==> src/rtl/reg_slice_skid_rst_pkg.sv <==
// reg_slice_skid_rst_pkg: shared types and constants for the skid register slice
package reg_slice_skid_rst_pkg;
  typedef enum logic [1:0] {EMPTY = 2'd0, ONE = 2'd1, FULL = 2'd2} slice_state_t;
  localparam int LEVEL_W = 2;
endpackage

==> src/rtl/reg_ce_rst.sv <==
// reg_ce_rst: data register with clock enable and synchronous active-high reset
module reg_ce_rst #(
  parameter int width = 16,
  parameter logic [width-1:0] init = '0
) (
  input  logic             clk,
  input  logic             rst,
  input  logic             ce_i,
  input  logic [width-1:0] d_i,
  output logic [width-1:0] q_o
);
  // reset wins over enable; otherwise load only when enabled
  always_ff @(posedge clk)
    if (rst) q_o <= init;
    else if (ce_i) q_o <= d_i;
endmodule

==> src/rtl/reg_slice_skid_rst.sv <==
// reg_slice_skid_rst: two-entry main+skid elastic register slice with registered handshake outputs
module reg_slice_skid_rst
  import reg_slice_skid_rst_pkg::*;
#(
  parameter int width = 16,
  parameter logic [width-1:0] init = '0
) (
  input  logic               CLK,
  input  logic               RESET,
  input  logic [width-1:0]   I_data,
  input  logic               I_valid,
  output logic               I_ready,
  output logic [width-1:0]   O_data,
  output logic               O_valid,
  input  logic               O_ready,
  output logic [LEVEL_W-1:0] level
);
  slice_state_t state_q, state_d;
  logic in_fire, out_fire, load_main, load_skid;
  logic [width-1:0] main_d, main_q, skid_q;
  // handshake outputs decode the state register only, so O_ready never reaches I_ready
  always_comb begin
    O_valid = (state_q == ONE) || (state_q == FULL);
    I_ready = state_q != FULL;
    level = state_q == FULL ? 2'd2 : state_q == ONE ? 2'd1 : 2'd0;
    O_data = main_q;
  end
  // load-enable decode: main takes the input or, when draining FULL, the older skid word
  always_comb begin
    in_fire = I_valid & I_ready;
    out_fire = O_valid & O_ready;
    load_main = (state_q == EMPTY && in_fire) || (state_q == ONE && in_fire && out_fire) || (state_q == FULL && out_fire);
    load_skid = state_q == ONE && in_fire && !out_fire;
    main_d = state_q == FULL ? skid_q : I_data;
  end
  // next-state; the unused encoding falls back to EMPTY
  always_comb begin
    state_d = state_q == EMPTY ? (in_fire ? ONE : EMPTY)
            : state_q == ONE   ? (in_fire == out_fire ? ONE : in_fire ? FULL : EMPTY)
            : state_q == FULL  ? (out_fire ? ONE : FULL)
            : EMPTY;
  end
  // occupancy state register
  always_ff @(posedge CLK)
    if (RESET) state_q <= EMPTY;
    else state_q <= state_d;
  reg_ce_rst #(.width(width), .init(init)) u_main (
    .clk(CLK), .rst(RESET), .ce_i(load_main), .d_i(main_d), .q_o(main_q)
  );
  reg_ce_rst #(.width(width), .init(init)) u_skid (
    .clk(CLK), .rst(RESET), .ce_i(load_skid), .d_i(I_data), .q_o(skid_q)
  );
endmodule

==> config.mk <==
export PLATFORM = sky130hd
export DESIGN_NAME = reg_slice_skid_rst
export DESIGN_NICKNAME = d
export VERILOG_FILES = /design/src/rtl/reg_slice_skid_rst_pkg.sv /design/src/rtl/reg_ce_rst.sv /design/src/rtl/reg_slice_skid_rst.sv
export SDC_FILE = /design/constraint.sdc
export NUM_CORES = 1
export LEC_CHECK = 0
export CORE_MARGIN = 2
export CORE_UTILIZATION = 43
export DETAILED_ROUTE_END_ITERATION = 7
export GPL_ROUTABILITY_DRIVEN = 1
export GPL_TIMING_DRIVEN = 0
export PLACE_DENSITY = 0.73
export SYNTH_ARGS = -nofsm -noshare
export SYNTH_HDL_FRONTEND = slang
export SYNTH_SLANG_ARGS = --single-unit
==> constraint.sdc <==
create_clock -name CLK -period 2.1 [get_ports CLK]
set_clock_uncertainty 0.2 [all_clocks]
set_input_delay 0.315 -clock CLK [delete_from_list [all_inputs] [get_ports CLK]]
set_output_delay 0.315 -clock CLK [all_outputs]
set_load 0.03 [all_outputs]
* Word level (Yosys, flattened, before mapping)
Cells that the tools add are included.
Widths: inputs -> output; s select.
** Storage, ports and cells
- Bits in latches :: 0
- Flip-flop bits (word level) :: 34
- Memory bits (read-only) :: 0
- Bits of input ports :: 20
- Memories kept :: 0
- Word-level logic and storage cells :: 29
- Memory bits (writable) :: 0
** Operators by class
- Muxes and demuxes :: 10
- $lt $le $gt $ge :: 0
- Bitwise operators :: 2
- Divide/modulo/power cells :: 0
- Shift operators :: 0
- Eq/ne operators :: 4
- Multipliers :: 0
- Reductions and logical operators :: 10
- Add/subtract/negate cells :: 0
** Operators with widths (number)
- $mux 16 :: 1
- $mux 2 :: 7
- $logic_and 1x1->1 :: 5
- $logic_or 1x1->1 :: 3
- $and 1x1->1 :: 2
- $eq 2x1->1 const B :: 1
- $eq 2x2->1 const B :: 1
- $logic_not 2->1 :: 1
- $mux 1 :: 2
- $ne 2x2->1 const B :: 1
- $eq 1x1->1 :: 1
- $logic_not 1->1 :: 1

* Longest topological paths before layout
Gate-level depths: netlist (run 1).
- Depth after elaboration :: 7
- Depth in mapped cells :: 10
- Gate-level depth less buffers :: 8

* By module
From an unflattened synthesis (run 1), not the netlist that was laid out.
** Unflattened totals
- Cell total of the unflattened synthesis :: 146
- Area, all modules :: 1555.2 um2
** By module, submodules not included
- reg_ce_rst :: instances 2, cells each 52, area an instance 580.6 um2, seq. area each 320.3 um2
- reg_slice_skid_rst :: instances 1, cells each 42, area an instance 394.1 um2, seq. area each 40.0 um2

* Least setup slack after synthesis (run 1)
Ideal clock, no wire load.
- Path kind :: register to register
- Start point :: register state_q[1]
- End point :: register state_q[0]
- Path slack :: -0.135 ns
- Arrival :: 1.965 ns
- Setup time :: 0.070 ns
- Cell stages (with the launch flop) :: 11
- Path through :: dfxtp_1 inv_1 ha_1 and2_1 buf_2 inv_2 buf_2 ha_1 nand2_1 a21o_1 a21oi_1
** On the way
- Cells in the longest elaborated chain, start to end :: 7
- Elaborated cells between the ends (all ways) :: 14
** Ends and longest elaborated chain
- start: declaration :: RTL line reg_slice_skid_rst.sv:18 : slice_state_t state_q, state_d;
- start signal: assignment :: RTL line reg_slice_skid_rst.sv:46 : else state_q <= state_d;
- $eq 2x1->1 or $eq 2x2->1 (tied branches) :: RTL line reg_slice_skid_rst.sv:23 : O_valid = (state_q == ONE) || (state_q == FULL);
- $logic_or 1x1->1 (*) :: RTL line reg_slice_skid_rst.sv:23
- net O_valid :: RTL line reg_slice_skid_rst.sv:14 : output logic O_valid,
- $and 1x1->1 (*) :: RTL line reg_slice_skid_rst.sv:31 : out_fire = O_valid & O_ready;
- $mux 2 or $eq 1x1->1 (tied branches) :: RTL line reg_slice_skid_rst.sv:40, reg_slice_skid_rst.sv:39
- $mux 2 (on tied branches) :: RTL line reg_slice_skid_rst.sv:40, reg_slice_skid_rst.sv:39
- $mux 2 (*) :: RTL line reg_slice_skid_rst.sv:39 : : state_q == ONE ? (in_fire == out_fire ? ONE : in_fire ? FULL : EMPTY)
- $mux 2 (*) :: RTL line reg_slice_skid_rst.sv:38 : state_d = state_q == EMPTY ? (in_fire ? ONE : EMPTY)
The timed path passes the listed nets; every way through them passes the cells marked *.
A chain may end at the register's enable or synchronous reset.

* Worst setup path in the final report (run 1)
- Start point :: register state_q[0]
- End point :: output port I_ready
** On the way
- Cells in the longest elaborated chain, start to end :: 1
** Ends and longest elaborated chain
- $ne 2x2->1 :: RTL line reg_slice_skid_rst.sv:24 : I_ready = state_q != FULL;
- end: declaration :: RTL line reg_slice_skid_rst.sv:12 : output logic I_ready,
No other way between the ends.

==> impl_metrics.tcl, run 1 <==
set metrics [dict create \
    r2r-start "state_q[0]$_SDFF_PP0_" \
    clockBufferDepth 2 \
    worst_pin_slew_ps 474 \
    overflow 0 \
    ys_warn_count 0 \
    antenna_found_initial 0 \
    clkPwrFrac_pct 43.1 \
    cp_common_cell "inv_1" \
    ys_seq_elements 34 \
    finalHoldViolCount 0 \
    coreArea_um2 3740 \
    switching_share_pct 23.8 \
    cts_tree "done" \
    crit_path_max_fanout 8 \
    first_pass_iters 4 \
    slowest_delay_ps 390 \
    wl_um 3690 \
    gp_congestion 0.804 \
    synth_cell_types 28 \
    yosys-top-cells-area "dfxtp_1 (40%), mux2i_1 (9.3%), mux2_4 (8.7%), nor2b_1 (5.8%), a21oi_1 (5.0%)" \
    yosys.area.top_type_share_pct 39.7 \
    vias_per_cell 5.07 \
    layout.nets 254 \
    dieArea_um2 4510 \
    dieWidth_um 67.2 \
    post-dp-hpwl_um 2700 \
    cts_sinks 34 \
    clk_pin_slew_ps 70 \
    holdPathStages 2 \
    die-height_um 67.2 \
    power_density_nw_per_um2 752 \
    power_frac_seq_pct 39.6 \
    vias 1410 \
    fillers 341 \
    yosysSeqAreaShare_pct 39.7 \
    power_frac_comb_pct 17.3 \
    critPathLaunch "state_q[0]$_SDFF_PP0_" \
    cts_hold_buf 0 \
    p_leak_nw 0.872 \
    htreeDepth 2 \
    relSlewSlack_pct 68.4 \
    worstPathArrival_ps 1460 \
    drc 0 \
    hp-start "u_skid.q_o[12]$_SDFFE_PP0P_" \
    place_ws_ps -289 \
    p_sw_w 0.000416 \
    final_area_um2 2330 \
    crit_type "flip-flop to output pin" \
    setup_viol 0 \
    cp_data_required_time_ps 1580 \
    clk_latency_ps 290 \
    reg2regPathDepth 6 \
    cts_root_buf "clkbuf_8" \
    path_cells "inv_1, ha_1, inv_1, dlygate4sd2_1" \
    fin_crit_sh_pct 94.3 \
    grtUsageTotal_pct 18.7 \
    crit_path_start_kind "flip-flop" \
    hold_end "u_skid.q_o[12]$_SDFFE_PP0P_" \
    numCtsBuffers 5 \
    grt_pass1_vias 1319 \
    io_pins 40 \
    netlist.top_cell.by_area "dfxtp_1" \
    antenna_cells 0 \
    power.internal_w 0.00133 \
    finalMaxSlewViolations 0 \
    grt_pass1_wl_um 6200 \
    fin_ws_ps 120 \
    portBuffers 39 \
    rr_endpoint "u_main.q_o[2]$_SDFFE_PP0P_" \
    drive_gt1_share_pct 16.1 \
    avgSynthCellArea_um2 9.33 \
    cap_violations 0 \
    start_util_pct 45.9 \
    min_period_ps 1980 \
    placed_area_um2 2180 \
    status "finished, final reports clean" \
    fp-row-count 22 \
    area_growth_pct 35.5 \
    syn_nets 209 \
    vdd_drop_max_mv 0.685 \
    crit_path_end_kind "output pin" \
    hold_path_class "flip-flop to flip-flop" \
    rsz0062_at_grt "false" \
    slowest_stage "dlygate4sd2_1" \
    grt_max_degree 18 \
    cp_top_family "buffers and inverters" \
    syn_inst 184 \
    wl_per_cell_um 13.3 \
    antenna_left 0 \
    netlist_area_um2 1720 \
    dr.first_iter.drc_count 46 \
    max_freq_mhz 505 \
    post_cts_buffers 0 \
    reg2reg_slack_ps 140 \
    path_buf_inv 3 \
]
==> kinds of logic (layout without fill, tap and decap cells) <==
group	count (synthesis)	after routing	share of synthesized area, %
AO/OA/AOI/OAI	35	35	10.5
adder cells (fa/ha/maj)	5	5	3.64
buffers and inverters	18	64	5.03
flip-flops	34	34	39.6
multiplexers	32	32	22.0
AND/OR/NAND/NOR	60	60	19.2
==> synth_stat cells <==
| cell | instances |
|---|---|
| mux2_2 | 6 |
| nor2b_1 | 16 |
| and2_1 | 1 |
| nand2_1 | 2 |
| dfxtp_1 | 34 |
| buf_4 | 1 |
| clkbuf_2 | 2 |
| ha_1 | 5 |
| a21o_1 | 1 |
| nor2_1 | 17 |
| nor3_1 | 1 |
| inv_2 | 1 |
| nand4_1 | 1 |
| mux2_4 | 10 |
| nand3_1 | 16 |
| clkbuf_1 | 6 |
| nand3b_1 | 2 |
| a21oi_1 | 17 |
| inv_1 | 3 |
| nand3b_2 | 1 |
| a22oi_1 | 1 |
| buf_2 | 4 |
| and2b_1 | 1 |
| buf_6 | 1 |
| nand3_4 | 1 |
| mux2i_1 | 16 |
| o21ai_0 | 16 |
| and3b_1 | 1 |
==> repair_timing <==
item | CTS | global route
gates resized for setup | 4 | 9
cloned | 0 | 0
setup endpoints to repair | 6 | 13
==> how the worst max path moves through the flow <==
| stage | endpoint | slack [ps] | cells past startpoint |
|---|---|---|---|
| 5_1_grt | state_q[0]$_SDFF_PP0_ | 2 | 9 |
| 4_1_cts | state_q[0]$_SDFF_PP0_ | 10 | 9 |
| 6_report | I_ready | 120 | 4 |
| 3_3_place_gp | state_q[0]$_SDFF_PP0_ | -280 | 9 |
| 3_5_place_dp | state_q[0]$_SDFF_PP0_ | -290 | 9 |
| 2_1_floorplan | state_q[0]$_SDFF_PP0_ | 10 | 10 |
==> sequential cells by signal, summed over array words and instances, names as in the netlist <==
register and flops:
u_skid.q_o 16, u_main.q_o 16, state_q 2
==> worst register-to-register path: stages, from the launching register on <==
cell	delay [ps]
dfxtp_1	330
inv_1	90
ha_1	290
nand3b_2	270
nand3_4	160
buf_6	200
mux2_4	310
==> power groups by stage <==
stage | Clock (W) | Sequential (W) | Combinational [W]
floorplan | 0 | 0.000751 | 0.000143
global placement | 0 | 0.000707 | 0.000302
detailed placement | 0 | 0.000709 | 0.000305
CTS | 0.000761 | 0.000694 | 0.000302
global route | 0.000785 | 0.000698 | 0.000328
finish | 0.000754 | 0.000694 | 0.000302
==> cells in the final DEF, fill, tap and decap left out, types with 2 or more instances in the layout <==
cell type,instances
a21oi_1,17
mux2i_1,16
mux2_2,6
nand3b_1,2
clkbuf_8,6
clkbuf_1,5
dfxtp_1,33
nor2b_1,16
nand3_1,16
dlygate4sd2_1,4
buf_6,2
inv_1,3
nand2_1,2
nor2_1,17
clkbuf_2,3
ha_1,4
o21ai_0,16
clkdlybuf4s50_1,35
bufinv_16,2
mux2_4,10
==> through the flow <==
stage | instances | utilization [%] | total power (W) | setup TNS (ps) | hold WS [ps]
3_5_place_dp | 271 | 58.2 | 0.00101 | -482 | 267
3_3_place_gp | 271 | 58.2 | 0.00101 | -465 | 260
4_1_cts | 278 | 61.8 | 0.00176 | 0 | 277
5_1_grt | 278 | 62.1 | 0.00181 | 0 | 307
6_report | 278 | 62.1 | 0.00175 | 0 | 278
2_1_floorplan | 184 | - | 0.000893 | 0 | 254
==> layout make-up <==
type	count	area, um^2	share of cell area (%)
multi-input combinational	132	962	41.4
tap	48	60.1	2.58
buffer	13	76.3	3.28
sequential	34	682	29.3
clock buffer	6	82.6	3.55
inverter	4	17.5	0.753
clock inverter	2	60.1	2.58
timing repair buffer	39	385	16.6
==> layer usage <==
| metal | global-route usage, % | wire length (um) | vias up |
|---|---|---|---|
| li1 | - | - | 723 |
| met2 | 28.6 | 1670 | 33 |
| met4 | 7.65 | 66 | 0 |
| met1 | 25.2 | 1790 | 647 |
| met3 | 4.50 | 161 | 7 |
| met5 | 0 | 0 | - |
Power figures use the tool's default switching activity.
==> inputs of run 2 (changes only) <==
--- a/config.mk
+++ b/config.mk
@@ -11,6 +11,8 @@
 export GPL_ROUTABILITY_DRIVEN = 1
 export GPL_TIMING_DRIVEN = 0
 export PLACE_DENSITY = 0.73
+export REMOVE_ABC_BUFFERS = 1
+export SKIP_LAST_GASP = 1
 export SYNTH_ARGS = -nofsm -noshare
 export SYNTH_HDL_FRONTEND = slang
 export SYNTH_SLANG_ARGS = --single-unit
==> impl_metrics.tcl, run 2 (synthesized netlist as in run 1, its figures left out) <==
set metrics [dict create \
    wl_per_cell_um 13.6 \
    io_pins 40 \
    fin_hold_ws_ps 279 \
    hp-start "u_skid.q_o[15]$_SDFFE_PP0P_" \
    finalMaxSlewViolations 0 \
    gr-usage-met2_pct 28.3 \
    area_growth_pct 30.6 \
    slowest_stage "dfxtp_1" \
    place_ws_ps -545 \
    relSlewSlack_pct 42.5 \
    power_density_nw_per_um2 698 \
    wl_um 3650 \
    fin_crit_sh_pct 94.8 \
    first_pass_iters 4 \
    r2r-start "state_q[0]$_SDFF_PP0_" \
    crit_path_max_fanout 3 \
    coreArea_um2 3740 \
    antenna_cells 0 \
    p_leak_nw 0.832 \
    antenna_left 0 \
    fin_cells 269 \
    setup_viol 0 \
    grtUsageMet1_pct 21.4 \
    fp-row-count 22 \
    vdd_drop_max_mv 0.506 \
    status "finished, final reports clean" \
    post-dp-hpwl_um 2240 \
    cts_tree "done" \
    reg2reg_slack_ps 110 \
    critPathLaunch "state_q[1]$_SDFF_PP0_" \
    rr_endpoint "u_skid.q_o[1]$_SDFFE_PP0P_" \
    grt_pass1_vias 1272 \
    htreeDepth 2 \
    grt_max_degree 51 \
    most-common-layout-cells "clkdlybuf4s50_1 (34), dfxtp_1 (34), nor2_1 (17), a21oi_1 (17)" \
    cap_violations 0 \
    grt-busiest-layer "met2" \
    start_util_pct 45.9 \
    clk_pin_slew_ps 70 \
    placed_cells 257 \
    hold_end "u_skid.q_o[15]$_SDFFE_PP0P_" \
    crit_path_end_kind "output pin" \
    clk_latency_ps 280 \
    holdPathStages 2 \
    dieWidth_um 67.2 \
    drive_gt1_share_pct 15.4 \
    grtUsageTotal_pct 17.1 \
    overflow 0 \
    antenna_found_initial 0 \
    hold_path_class "flip-flop to flip-flop" \
    reg.largest.list "u_main.q_o: 16 flops, u_skid.q_o: 16 flops, state_q: 2 flops" \
    vias_per_cell 5.20 \
    cp_data_required_time_ps 1580 \
    cts_sinks 34 \
    cp_top_family "buffers and inverters" \
    slowest_delay_ps 400 \
    crit_path_start_kind "flip-flop" \
    layout.nets 245 \
    path_buf_inv 2 \
    cts_hold_buf 0 \
    dr.first_iter.drc_count 64 \
    finalHoldViolCount 0 \
    vias 1398 \
    path_cells "inv_1, ha_1, dlygate4sd2_1" \
    power.total_w 0.00156 \
    cts_root_buf "clkbuf_8" \
    grt_pass1_wl_um 5820 \
    worst_pin_slew_ps 863 \
    dieArea_um2 4510 \
    multi_input_area_um2 965 \
    fillers 367 \
    fin_ws_ps 109 \
    min_period_ps 1990 \
    worstPathArrival_ps 1480 \
    rsz0062_at_grt "false" \
    portBuffers 39 \
    grt_util_met3_pct 4.50 \
    drc 0 \
    die-height_um 67.2 \
    clockBufferDepth 2 \
    numCtsBuffers 5 \
    max_freq_mhz 502 \
    gp_congestion 0.692 \
    crit_cells 3 \
    crit_type "flip-flop to output pin" \
    reg2regPathDepth 5 \
    post-route-util_pct 59.9 \
    seqCellArea_um2 681 \
]
[run 2: metal layers]
layer  vias up  wire length [um]  part of all wire (%)
met4         0                30                  0.82
met3         5               215                   5.9
met5         -                 0                     0
li1        703                 -                     -
met2        38              1740                    48
met1       652              1670                    46
[run 2: where the power goes]
part	internal (W)	leakage [nW]	switching, W
combinational	0.000141	0.497	0.000151
sequential	0.000679	0.278	0.0000146
clock	0.000349	0.0579	0.000230
[run 2: how the worst max path moves through the flow]
| stage | slack (ps) | end |
|---|---|---|
| after floorplan | -190 | state_q[0]$_SDFF_PP0_ |
| after global placement | -660 | u_main.q_o[10]$_SDFFE_PP0P_ |
| final | 110 | O_valid |
| after CTS | 40 | level[1] |
| after detailed placement | -540 | state_q[0]$_SDFF_PP0_ |
| after global routing | 8 | state_q[0]$_SDFF_PP0_ |
[run 2: final cells by class]
type | count | share of cell area, %
timing repair buffer | 43 | 18.3
sequential | 34 | 30.4
clock inverter | 3 | 1.79
tap | 48 | 2.68
clock buffer | 5 | 3.07
inverter | 4 | 0.781
multi-input combinational | 132 | 43.0
[run 2: tightest hold or removal path, delay by kind of cell (launching register included)]
family,cells,cell delay (ps)
AOI/OAI and AO/OA,2,120
DFF,1,310
[run 2: metrics by stage]
step / instance area [um^2] / setup TNS (ps)
final: 2240 / 0
after global routing: 2240 / 0
after detailed placement: 2090 / -5630
after global placement: 2100 / -16620
after CTS: 2220 / 0
after floorplan: 1650 / -227
[run 2: timing repair]
action / CTS / global route
pin swaps: 0 / 1
resized for setup: 9 / 0
setup endpoints to repair: 38 / 16
buffers inserted: 1 / 3
==> inputs of run 3 (changes only) <==
--- a/config.mk
+++ b/config.mk
@@ -6,11 +6,11 @@
 export NUM_CORES = 1
 export LEC_CHECK = 0
 export CORE_MARGIN = 2
-export CORE_UTILIZATION = 43
+export CORE_UTILIZATION = 44
 export DETAILED_ROUTE_END_ITERATION = 7
 export GPL_ROUTABILITY_DRIVEN = 1
 export GPL_TIMING_DRIVEN = 0
-export PLACE_DENSITY = 0.73
+export PLACE_DENSITY = 0.75
 export REMOVE_ABC_BUFFERS = 1
 export SKIP_LAST_GASP = 1
 export SYNTH_ARGS = -nofsm -noshare
==> impl_metrics.tcl, run 3 (synthesized netlist as in run 1, its figures left out) <==
set metrics [dict create \
    status "finished, final reports clean" \
    p_leak_nw 0.838 \
    dieWidth_um 66.5 \
    power_density_nw_per_um2 655 \
    area_growth_pct 31.9 \
    fin_crit_sh_pct 96.3 \
    drive_gt1_share_pct 15.7 \
    cp_top_family "buffers and inverters" \
    die-height_um 66.5 \
    antenna_left 0 \
    cts_root_buf "clkbuf_8" \
    gp_congestion 0.677 \
    cts_sinks 34 \
    portBuffers 39 \
    path_cells "inv_1, ha_1, dlygate4sd2_1" \
    place_ws_ps -517 \
    crit_path_end_kind "output pin" \
    placed_cells 257 \
    hp-start "u_skid.q_o[0]$_SDFFE_PP0P_" \
    start_util_pct 46.2 \
    crit_path_start_kind "flip-flop" \
    crit_path_max_fanout 3 \
    slowest_stage "dfxtp_1" \
    critPathLaunch "state_q[1]$_SDFF_PP0_" \
    reg2regPathDepth 8 \
    fp-row-count 22 \
    post-dp-hpwl_um 2180 \
    worstPathArrival_ps 1510 \
    wl_per_cell_um 12.9 \
    coreArea_um2 3720 \
    finalMaxSlewViolations 0 \
    setup_viol 0 \
    grt_pass1_wl_um 5550 \
    slowest_delay_ps 410 \
    drc 0 \
    dieArea_um2 4420 \
    reg.largest.list "u_main.q_o: 16 flops, u_skid.q_o: 16 flops, state_q: 2 flops" \
    vias_per_cell 5.18 \
    most-common-layout-cells "clkdlybuf4s50_1 (34), dfxtp_1 (34), nor2_1 (17), a21oi_1 (17)" \
    first_pass_iters 4 \
    grt_pass1_vias 1214 \
    finalHoldViolCount 0 \
    worst_pin_slew_ps 860 \
    cts_tree "done" \
    fin_ws_ps 77.0 \
    grtUsageTotal_pct 16.1 \
    min_period_ps 2020 \
    tns_ps 0 \
    r2r-start "state_q[1]$_SDFF_PP0_" \
    io_pins 40 \
    crit_cells 3 \
    clockBufferDepth 2 \
    htreeDepth 2 \
    cap_violations 0 \
    grt_max_degree 51 \
    holdPathStages 2 \
    vdd_drop_max_mv 0.473 \
    vias 1403 \
    path_buf_inv 2 \
    crit_type "flip-flop to output pin" \
    dr.first_iter.drc_count 48 \
    max_freq_mhz 494 \
    numCtsBuffers 5 \
    antenna_found_initial 0 \
    clk_latency_ps 280 \
    overflow 0 \
    fin_cells 271 \
    rsz0062_at_grt "false" \
    hold_path_class "flip-flop to flip-flop" \
    wl_um 3510 \
    antenna_cells 0 \
    layout.nets 247 \
    cp_data_required_time_ps 1580 \
    cts_hold_buf 0 \
    clk_pin_slew_ps 70 \
    relSlewSlack_pct 42.6 \
]
-- run 3: worst reg2reg max path: cells and delay by family, from the launching register on --
kind                     cells  cell delay [ps]
buffers and inverters        2              240
adder cells (fa/ha/maj)      2              580
flip-flops                   1              410
AO/OA/AOI/OAI                2              160
AND/OR/NAND/NOR              2              260
-- run 3: repair_timing --
item	CTS	global route
hold endpoints to repair	0	0
pin swaps	0	1
gates resized for setup	9	0
setup endpoints to repair	23	17
setup buffers	1	5
-- run 3: path summary, 6_finish.rpt --
kind / end / slack [ps]
min: u_skid.q_o[0]$_SDFFE_PP0P_ / 270
max reg2reg: state_q[0]$_SDFF_PP0_ / 100
max: O_valid / 80
min reg2reg: u_skid.q_o[0]$_SDFFE_PP0P_ / 270
-- run 3: metrics by stage --
| stage | instance area (um^2) | total power, W | hold slack, ps | util (%) |
|---|---|---|---|---|
| after floorplan | 1650 | 0.000871 | 184 | - |
| after global placement | 2100 | 0.000994 | 260 | 56.4 |
| after detailed placement | 2090 | 0.000996 | 267 | 56.3 |
| after CTS | 2200 | 0.00149 | 277 | 59.3 |
| after global routing | 2260 | 0.00155 | 297 | 60.9 |
| final | 2260 | 0.00148 | 274 | 60.9 |
-- run 3: power by group --
group | internal (W) | leakage, nW | total (W) | switching [W]
clock network | 0.000264 | 0.0482 | 0.000496 | 0.000232
logic | 0.000143 | 0.512 | 0.000293 | 0.000150
registers | 0.000679 | 0.278 | 0.000693 | 0.0000146
total | 0.00109 | 0.838 | 0.00148 | 0.000397
-- run 3: metal layers --
layer	part of all wire, %	global-route usage, %	wire length, um	vias to the layer above
met5	0	0	0	-
met4	1.1	4.59	38	0
met3	4.8	4.22	167	7
met2	47	25.8	1640	31
met1	47	21.4	1660	660
li1	-	-	-	705
-- run 3: area by class of cell --
class / count / area (um^2)
fill: 348 / 1450
sequential: 34 / 681
clock inverter: 1 / 5.00
inverter: 4 / 17.5
multi-input combinational: 132 / 965
clock buffer: 7 / 86.3
timing repair buffer: 45 / 450
tap: 48 / 60.1
